==> src/rtl/coz_yazmac_puantaj.sv <==
// coz_yazmac_puantaj: register file with integrated write scoreboard for the
// decode/register-read stage. Reads are combinational with writeback bypass;
// a per-register pending-write counter drives RAW hazard and issue decisions.
// Optional build macro: COZ_PUANTAJ_SAYAC_EN adds saturating stall/issue
// cycle counters (durdur_sayac_o, kabul_sayac_o).
module coz_yazmac_puantaj #(
    parameter int unsigned XLEN          = 32,
    parameter int unsigned YAZMAC_SAYISI = 32,
    parameter int unsigned ADRES_BIT     = 5,
    parameter int unsigned OKUMA_PORT    = 2,
    parameter int unsigned SAYAC_BIT     = 2
) (
    input  logic                            clk_i,
    input  logic                            rst_ni,
    input  logic [OKUMA_PORT*ADRES_BIT-1:0] oku_adres_i,
    input  logic [OKUMA_PORT-1:0]           oku_kullan_i,
    output logic [OKUMA_PORT*XLEN-1:0]      oku_deger_o,
    output logic [OKUMA_PORT-1:0]           oku_mesgul_o,
    input  logic                            buyruk_gecerli_i,
    input  logic                            rd_yaz_i,
    input  logic [ADRES_BIT-1:0]            rd_adres_i,
    output logic                            kabul_o,
    output logic                            puantaj_durdur_o,
    input  logic                            ddb_durdur_i,
    input  logic                            ddb_bosalt_i,
    input  logic                            gy_yaz_yazmac_i,
    input  logic [ADRES_BIT-1:0]            gy_yaz_adres_i,
    input  logic [XLEN-1:0]                 gy_yaz_deger_i,
    output logic                            hata_o
`ifdef COZ_PUANTAJ_SAYAC_EN
    ,
    output logic [31:0]                     durdur_sayac_o,
    output logic [31:0]                     kabul_sayac_o
`endif
);

    logic [XLEN-1:0]      r_yazmac [YAZMAC_SAYISI];
    logic [SAYAC_BIT-1:0] r_sayac  [YAZMAC_SAYISI];
    logic                 r_hata;

    logic                 w_tehlike;
    logic                 w_dolu;
    logic                 w_kabul;
    logic                 w_rd_gecerli;
    logic [SAYAC_BIT-1:0] w_rd_sayac;
    logic                 w_gy_gecerli;
    logic [SAYAC_BIT-1:0] w_gy_sayac;
    logic                 w_hata_kur;

    // Per-port read value with bypass and busy flag from the pending counter
    for (genvar p = 0; p < OKUMA_PORT; p++) begin : g_port
        logic [ADRES_BIT-1:0] w_adr;
        logic                 w_gecerli;
        logic [SAYAC_BIT-1:0] w_say;
        logic                 w_gy_eslesme;

        assign w_adr        = oku_adres_i[p*ADRES_BIT +: ADRES_BIT];
        assign w_gecerli    = (w_adr != '0) && (32'(w_adr) < 32'(YAZMAC_SAYISI));
        assign w_say        = w_gecerli ? r_sayac[w_adr] : '0;
        assign w_gy_eslesme = gy_yaz_yazmac_i && (gy_yaz_adres_i == w_adr);

        assign oku_deger_o[p*XLEN +: XLEN] = !w_gecerli   ? '0 :
                                             w_gy_eslesme ? gy_yaz_deger_i :
                                                            r_yazmac[w_adr];
        // Busy clears only when this writeback retires the last pending write
        assign oku_mesgul_o[p] = (w_say != '0) &&
                                 !(w_gy_eslesme && (w_say == SAYAC_BIT'(1)));
    end

    // Issue decision: hazard on a used operand, or destination counter saturated
    always_comb begin
        w_rd_gecerli = (rd_adres_i != '0) && (32'(rd_adres_i) < 32'(YAZMAC_SAYISI));
        w_rd_sayac   = w_rd_gecerli ? r_sayac[rd_adres_i] : '0;
        w_tehlike    = |(oku_kullan_i & oku_mesgul_o);
        w_dolu       = rd_yaz_i && (rd_adres_i != '0) && (w_rd_sayac == '1);
        w_kabul      = buyruk_gecerli_i && !ddb_durdur_i && !ddb_bosalt_i &&
                       !w_tehlike && !w_dolu;
        w_gy_gecerli = gy_yaz_yazmac_i && (gy_yaz_adres_i != '0) &&
                       (32'(gy_yaz_adres_i) < 32'(YAZMAC_SAYISI));
        w_gy_sayac   = w_gy_gecerli ? r_sayac[gy_yaz_adres_i] : '0;
        w_hata_kur   = gy_yaz_yazmac_i && (gy_yaz_adres_i != '0) && (w_gy_sayac == '0);
    end

    assign kabul_o          = w_kabul;
    assign puantaj_durdur_o = buyruk_gecerli_i && (w_tehlike || w_dolu);
    assign hata_o           = r_hata;

    // Pending-write counters: reservation increments, writeback decrements
    always_ff @(posedge clk_i or negedge rst_ni) begin
        if (!rst_ni) begin
            for (int r = 0; r < YAZMAC_SAYISI; r++) begin
                r_sayac[r] <= '0;
            end
        end else begin
            for (int r = 1; r < YAZMAC_SAYISI; r++) begin
                logic inc;
                logic dec;
                inc = w_kabul && rd_yaz_i && (rd_adres_i == ADRES_BIT'(r));
                dec = gy_yaz_yazmac_i && (gy_yaz_adres_i == ADRES_BIT'(r)) &&
                      (r_sayac[r] != '0);
                if (inc && !dec) begin
                    r_sayac[r] <= r_sayac[r] + SAYAC_BIT'(1);
                end else if (dec && !inc) begin
                    r_sayac[r] <= r_sayac[r] - SAYAC_BIT'(1);
                end
            end
        end
    end

    // Register storage: writeback always lands, x0 stays zero
    always_ff @(posedge clk_i or negedge rst_ni) begin
        if (!rst_ni) begin
            for (int r = 0; r < YAZMAC_SAYISI; r++) begin
                r_yazmac[r] <= '0;
            end
        end else if (w_gy_gecerli) begin
            r_yazmac[gy_yaz_adres_i] <= gy_yaz_deger_i;
        end
    end

    // Sticky error: writeback with no outstanding reservation
    always_ff @(posedge clk_i or negedge rst_ni) begin
        if (!rst_ni) begin
            r_hata <= 1'b0;
        end else if (w_hata_kur) begin
            r_hata <= 1'b1;
        end
    end

`ifdef COZ_PUANTAJ_SAYAC_EN
    logic [31:0] r_durdur_sayac;
    logic [31:0] r_kabul_sayac;

    // Saturating stall and issue cycle counters
    always_ff @(posedge clk_i or negedge rst_ni) begin
        if (!rst_ni) begin
            r_durdur_sayac <= '0;
            r_kabul_sayac  <= '0;
        end else begin
            if (puantaj_durdur_o && (r_durdur_sayac != '1)) begin
                r_durdur_sayac <= r_durdur_sayac + 32'd1;
            end
            if (w_kabul && (r_kabul_sayac != '1)) begin
                r_kabul_sayac <= r_kabul_sayac + 32'd1;
            end
        end
    end

    assign durdur_sayac_o = r_durdur_sayac;
    assign kabul_sayac_o  = r_kabul_sayac;
`endif

endmodule

==> config.mk <==
export PLATFORM = sky130hd
export DESIGN_NAME = coz_yazmac_puantaj
export DESIGN_NICKNAME = d
export VERILOG_FILES = /design/src/rtl/coz_yazmac_puantaj.sv
export SDC_FILE = /design/constraint.sdc
export NUM_CORES = 2
export LEC_CHECK = 0
export BUFFER_PORTS_ARGS = -buffer_cell sky130_fd_sc_hd__buf_2
export CORE_ASPECT_RATIO = 2
export CORE_MARGIN = 10
export CORE_UTILIZATION = 50
export DETAILED_ROUTE_END_ITERATION = 10
export GPL_TIMING_DRIVEN = 0
export PLACE_DENSITY = 0.7
export SYNTH_ARGS = -nofsm -noshare
export SYNTH_HDL_FRONTEND = slang
export SYNTH_SLANG_ARGS = --single-unit
==> constraint.sdc <==
create_clock -name clk_i -period 7.55 [get_ports clk_i]
set_input_delay 0.3775 -clock clk_i [delete_from_list [all_inputs] [get_ports clk_i]]
set_output_delay 0.3775 -clock clk_i [all_outputs]
set_load 0.02 [all_outputs]
## Word-level counts from Yosys, hierarchy flattened

Cells that the tools add are included.

| cells by class | value |
|---|---|
| $add $sub $neg | 62 |
| order comparisons | 5 |
| eq/ne operators | 67 |
| mux-type cells | 91 |
| bitwise logic cells | 5 |
| reductions and logical operators | 311 |

Operators by type and width:

| operator | number |
|---|---|
| $bwmux 1024 | 1 |
| $bmux 32 s5 | 2 |
| $mux 32 | 9 |
| $logic_and 1x1->1 | 172 |
| $demux 32 s5 | 1 |
| $eq 5x5->1 const B | 32 |
| $mux 2 | 74 |
| $reduce_bool 2->1 | 64 |
| $eq 5x4->1 const B | 16 |
| $logic_not 1->1 | 68 |
| $add 2x1->2 const B | 31 |
| $sub 2x1->2 const B | 31 |
| $bmux 2 s5 | 4 |
| $eq 5x3->1 const B | 8 |
| $ge 6x6->1 const B | 4 |
| $not 5->6 | 4 |
| $eq 5x2->1 const B | 4 |
| $reduce_bool 5->1 | 4 |
| $eq 5x1->1 const B | 2 |
| $eq 5x5->1 | 2 |
| $lt 6x1->1 const B | 1 |
| $eq 2x1->1 const B | 2 |
| $and 2x2->2 | 1 |
| $eq 2x2->1 const B | 1 |
| 3 further kinds | 3 |

| storage, ports and cells | value |
|---|---|
| flip-flop bits (word level) | 1087 |

## Longest topological paths before layout

| logic depth | value |
|---|---|
| depth in word-level cells | 20 |
| mapped depth | 15 |
| depth with buffers taken out | 11 |

## Worst setup path after synthesis

OpenSTA, ideal clock, no wires.

| path | value |
|---|---|
| path kind | input to register |
| start point | input oku_adres_i[1] |
| end point | register r_sayac[51] (netlist bit) |
| library setup time | 126 ps |
| data arrival time | 3165 ps |
| data required time | 7424 ps |
| setup slack | 4259 ps |
| stages | 13 |
| buffers on the path | 3 |
| cell sequence | buf_2 buf_2 mux4_2 mux4_2 nand2_1 a21oi_1 a221o_1 buf_6 nor4_1 ha_1 xor2_1 nor2_1 xor2_1 |

| between the ends | value |
|---|---|
| word-level cells in the longest chain between the ends | 19 |
| elaborated cells between the ends (all ways) | 25 |

RTL lines:

| item | RTL line | source |
|---|---|---|
| from (decl) | 15 | `input logic [OKUMA_PORT*ADRES_BIT-1:0] oku_adres_i,` |
| $not 5->6 (not written as such) | 59 | `assign w_say = w_gecerli ? r_sayac[w_adr] : '0;` |
| $bmux 2 s5 | 59 |  |
| $mux 2 (not written as such) (2 in a row) | 59 |  |
| $mux 2 | 59 |  |
| $eq 2x1->1 | 67 | `!(w_gy_eslesme && (w_say == SAYAC_BIT'(1)));` |
| $logic_and 1x1->1 | 67 |  |
| $logic_not 1->1 | 67 |  |
| $logic_and 1x1->1 (*) | 66 | `assign oku_mesgul_o[p] = (w_say != '0) &&` |
| net oku_mesgul_o[0] | 18 | `output logic [OKUMA_PORT-1:0] oku_mesgul_o,` |
| [... 1 more ...] | - |  |
| $reduce_or 2->1 (*) | 74 | `w_tehlike = \|(oku_kullan_i & oku_mesgul_o);` |
| $logic_not 1->1 (*) | 77 | `!w_tehlike && !w_dolu;` |
| $logic_and 1x1->1 (*) | 76 | `w_kabul = buyruk_gecerli_i && !ddb_durdur_i && !ddb_bosalt_i &&` |
| $logic_and 1x1->1 (*) | 77 |  |
| $logic_and 1x1->1 (*) (2 in a row) | 98 | `inc = w_kabul && rd_yaz_i && (rd_adres_i == ADRES_BIT'(r));` |
| $logic_not 1->1 | 103 | `end else if (dec && !inc) begin` |
| $logic_and 1x1->1 | 103 |  |
| $reduce_bool 2->1 (no source line) | - |  |
| to (signal, indexed assignment) | 102 | `r_sayac[r] <= r_sayac[r] + SAYAC_BIT'(1);` |
| to (signal, indexed assignment) | 104 | `r_sayac[r] <= r_sayac[r] - SAYAC_BIT'(1);` |
| to (decl) | 38 | `logic [SAYAC_BIT-1:0] r_sayac [YAZMAC_SAYISI];` |

The timed path passes the listed nets; every way through them passes the cells marked *. The select of a mux whose other input is x is not followed.
A chain may end at the register's enable or synchronous reset.

## Worst setup path after layout

| path | value |
|---|---|
| start point | input oku_adres_i[7] |
| end point | output oku_deger_o[58] |

| between the ends | value |
|---|---|
| word-level cells in the longest chain between the ends | 6 |
| elaborated cells between the ends (all ways) | 9 |

RTL lines:

| item | RTL line | source |
|---|---|---|
| $not 5->6 (not written as such) | 64 | `r_yazmac[w_adr];` |
| $bmux 32 s5 | 64 |  |
| $mux 32 (not written as such) (2 in a row) | 64 |  |
| $mux 32 | 63 | `w_gy_eslesme ? gy_yaz_deger_i :` |
| $mux 32 (*) | 62 | `assign oku_deger_o[p*XLEN +: XLEN] = !w_gecerli ? '0 :` |
| to (decl) | 17 | `output logic [OKUMA_PORT*XLEN-1:0] oku_deger_o,` |

Every way passes the cells marked *; elsewhere a longest branch is shown, timed or not. The select of a mux whose other input is x is not followed.

==> key figures <==
GRT
  • Final global-route overflow total: 0
  • First-pass GRT wire length: 353 mm
  • Met2 GRT Util: 0.600
  • Most Crowded Layer GR: met2
  • Vias in the first global route: 43800
  • Largest net degree at the start of global routing: 156
  • Initial antenna violation count: 33
  • Met3 Track Usage GR: 0.144
  • GRT met1 Usage: 0.371
  • Global-route usage over all layers: 0.384

Synthesis
  • Yosys top cell area share: 0.453
  • Syn_nets: 4038
  • Main synth FF type: dfrtp_1
  • Seq cells post-synth: 1087
  • Yosys warning count: 2
  • FFs w/ async S/R, synth: 1.00
  • Cells after Synth: 3946
  • Most area-consuming cells after synthesis: dfrtp_1 45%, mux4_2 24%, mux2_2 19%
  • Top cell type by total area after synthesis: dfrtp_1
  • Number of synthesized flops with an enable pin: 0
  • Synth Area per Inst: 15.2 µm²
  • Area of the mapped netlist: 60000 µm²
  • Synth cell types: 49
  • Seq/Total Area, Yosys: 0.453

Routing
  • DRT antenna net count: 0
  • Drt total wl: around 260 mm
  • Router iterations before antenna repair: 6
  • WL per Instance: 43.8 µm
  • Initial DRC count: 5255
  • Via count: 42600
  • Via density per instance: roughly 7.3
  • DRC viols: 0

Critical path
  • Reg-to-reg startpoint: r_sayac[34]
  • Reg2reg path depth: 13
  • Crit start category: input port
  • CP endpoint kind: primary output
  • Crit path max fanout: 10
  • Critical Path RT: just over 7 ns
  • Register-to-register setup slack: 2.28 ns
  • FF-to-FF End: r_sayac[59]
  • Crit path DAT: ~6.0 ns
  • Worst setup path class: input port to primary output

Clock network
  • CTS root buffer: clkbuf_16
  • Skew-Pair Late Insertion Delay: roughly 0.76 ns
  • Resized cells post-CTS: 0
  • Clock Path Buffers: 3
  • CTS tree: done
  • H-tree depth: 3
  • Reg clk slew, reported paths: roughly 0.060 ns
  • CTS Buf Count: 100
  • CTS sink count: 1087

Final layout
  • Most common cell after layout, fill and taps aside: dfrtp_1
  • Final Core Density: 0.558
  • Share of post-route cells with drive strength above 1: 0.486
  • Final nets: between 4000 and 5000
  • Commonest non-fill, non-tap cells in the layout: 1087 x dfrtp_1, 996 x mux2_2, 644 x mux4_2, 305 x clkbuf_1, 199 x buf_2
  • Synth-to-layout area growth: 10.8%

Die
  • Chip Height: 510 µm
  • Area of the core: 119000 µm²
  • Row Count: roughly 180
  • Die X: approximately 260 µm
  • Die area: approximately 140000 µm²
  • Starting Density: 0.504
  • Num ports: 130

Placed design
  • DP HPWL: roughly 180 mm
  • Port bufs: 122
  • Routability cong.: 1.04

Run status
  • Outcome: finished with violations
  • Violated checks: capacitance limit, slew limit

STA
  • Fmax: around 0.16 GHz
  • Clock Skew: between 0.03 and 0.04 ns
  • Setup TNS: 0 ns
  • Final setup vio count: 0
  • Max-slew headroom at the worst pin: -0.102
  • Max-slew violations: roughly 150
  • Fraction of the cycle the final worst path needs: 0.846
  • Unrepaired setup endpoints after global routing: false
  • Final hold violations: 0
  • Worst Tran Pin Value: 1.65 ns
  • Period minus WS final: roughly 6.4 ns

Worst hold path
  • Worst Hold End: r_yazmac[516]
  • Worst Hold Launch: gy_yaz_deger_i[4]
  • Worst hold path class: input port to flop
  • Cell count of the worst hold path: 2

Run
  • Max_cap viols: 16

Power and ir drop
  • Worst-case vdd ir drop: 0.201 mV
  • Leak pwr: 28.4 nW
  • Power Density: ~270 nW/µm²
==> worst max-delay path: stages <==
cell and delay, ns:
buf_2 0.16, buf_2 0.45, buf_2 0.45, clkbuf_1 1.24
clkbuf_1 1.20, a211oi_1 0.18, a211oi_1 1.14, a21oi_1 0.08
a211oi_1 0.44, buf_2 0.25
==> worst max path at each step <==
stage                   startpoint              end  slack (ns)
CTS                 oku_adres_i[7]  oku_deger_o[53]        1.61
finish              oku_adres_i[7]  oku_deger_o[58]        1.16
global placement            rst_ni    r_yazmac[778]      -18.18
floorplan           oku_adres_i[1]      r_sayac[51]        4.26
detailed placement  oku_adres_i[7]  oku_deger_o[53]        1.62
global route        oku_adres_i[7]  oku_deger_o[58]        1.49
==> cells by family after synthesis <==
| kind of cell | synth area share |
|---|---|
| compound gates | 0.0236 |
| xor+xnor | 0.0150 |
| fa+ha+maj | 0.00646 |
| buf+inv | 0.0312 |
| flops | 0.453 |
| mux | 0.446 |
| simple gates | 0.0247 |
==> per-stage QoR <==
stage / hold slack (ns) / cells / total power, W / worst slack [ns] / cell area (µm²)
3_5_place_dp: 0.466 / 5614 / 0.0124 / 1.62 / 62800
5_1_grt: 0.0411 / 5810 / 0.0185 / 1.49 / 66500
2_1_floorplan: 0.0819 / 3946 / 0.0106 / 4.26 / 60000
6_report: 0.0190 / 5835 / 0.0181 / 1.16 / 66500
3_3_place_gp: 0.453 / 5606 / 0.0122 / -18.18 / 62600
4_1_cts: 0.00861 / 5807 / 0.0178 / 1.61 / 66400
==> where the power goes <==
group	internal, W	leakage [nW]	total, W	switching, W
Clock	0.00309	1.73	0.00558	0.00249
Sequential	0.00694	14.0	0.00787	0.000932
Combinational	0.00234	12.7	0.00463	0.00228
==> registers in the layout (all words and copies together), names as in the netlist <==
name and flops:
hata_o 1, r_yazmac 1024, r_sayac 62
==> repair_timing <==
action | 4_1_cts | 5_1_grt
hold endpoints to repair | 156 | 0
hold buffers | 6 | 0
setup buffers | 0 | 0
==> Yosys cell counts (all sizes together) (2+ instances only) <==
cell type     n
inv           3
ha           31
or2          12
o21ai        32
dfrtp      1087
nor3         28
o22ai         3
a21oi        39
a311oi        5
or3b          3
buf         153
or3           5
mux2        996
nor3b         7
nand2        43
nand2b        6
mux2i        98
xor2         70
xnor2        33
clkbuf      308
and3b         5
nor4         18
a211oi      108
a311o         2
o211ai       11
nor2b        26
nand3        12
nor2        137
o32ai         2
mux4        646
nand3b        4
a31oi         2
==> area by class of cell <==
type | instances | area (µm²)
multi-input cells | 2395 | 31000
clock buffers | 149 | 3020
repair buffers | 138 | 912
well taps | 1538 | 1920
fillers | 9559 | 52600
clock inverters | 38 | 507
diodes | 26 | 65.1
plain buffers | 461 | 1900
flip-flops and latches | 1087 | 27200
inverters | 3 | 11.3
==> metal layers <==
metal / vias to the layer above / part of all wire
li1: 15700 / -
met1: 22500 / 0.30
met2: 3063 / 0.46
met3: 1386 / 0.097
met4: 12 / 0.14
met5: - / 0.00030
Note: power is estimated with default switching activity, not from simulation.
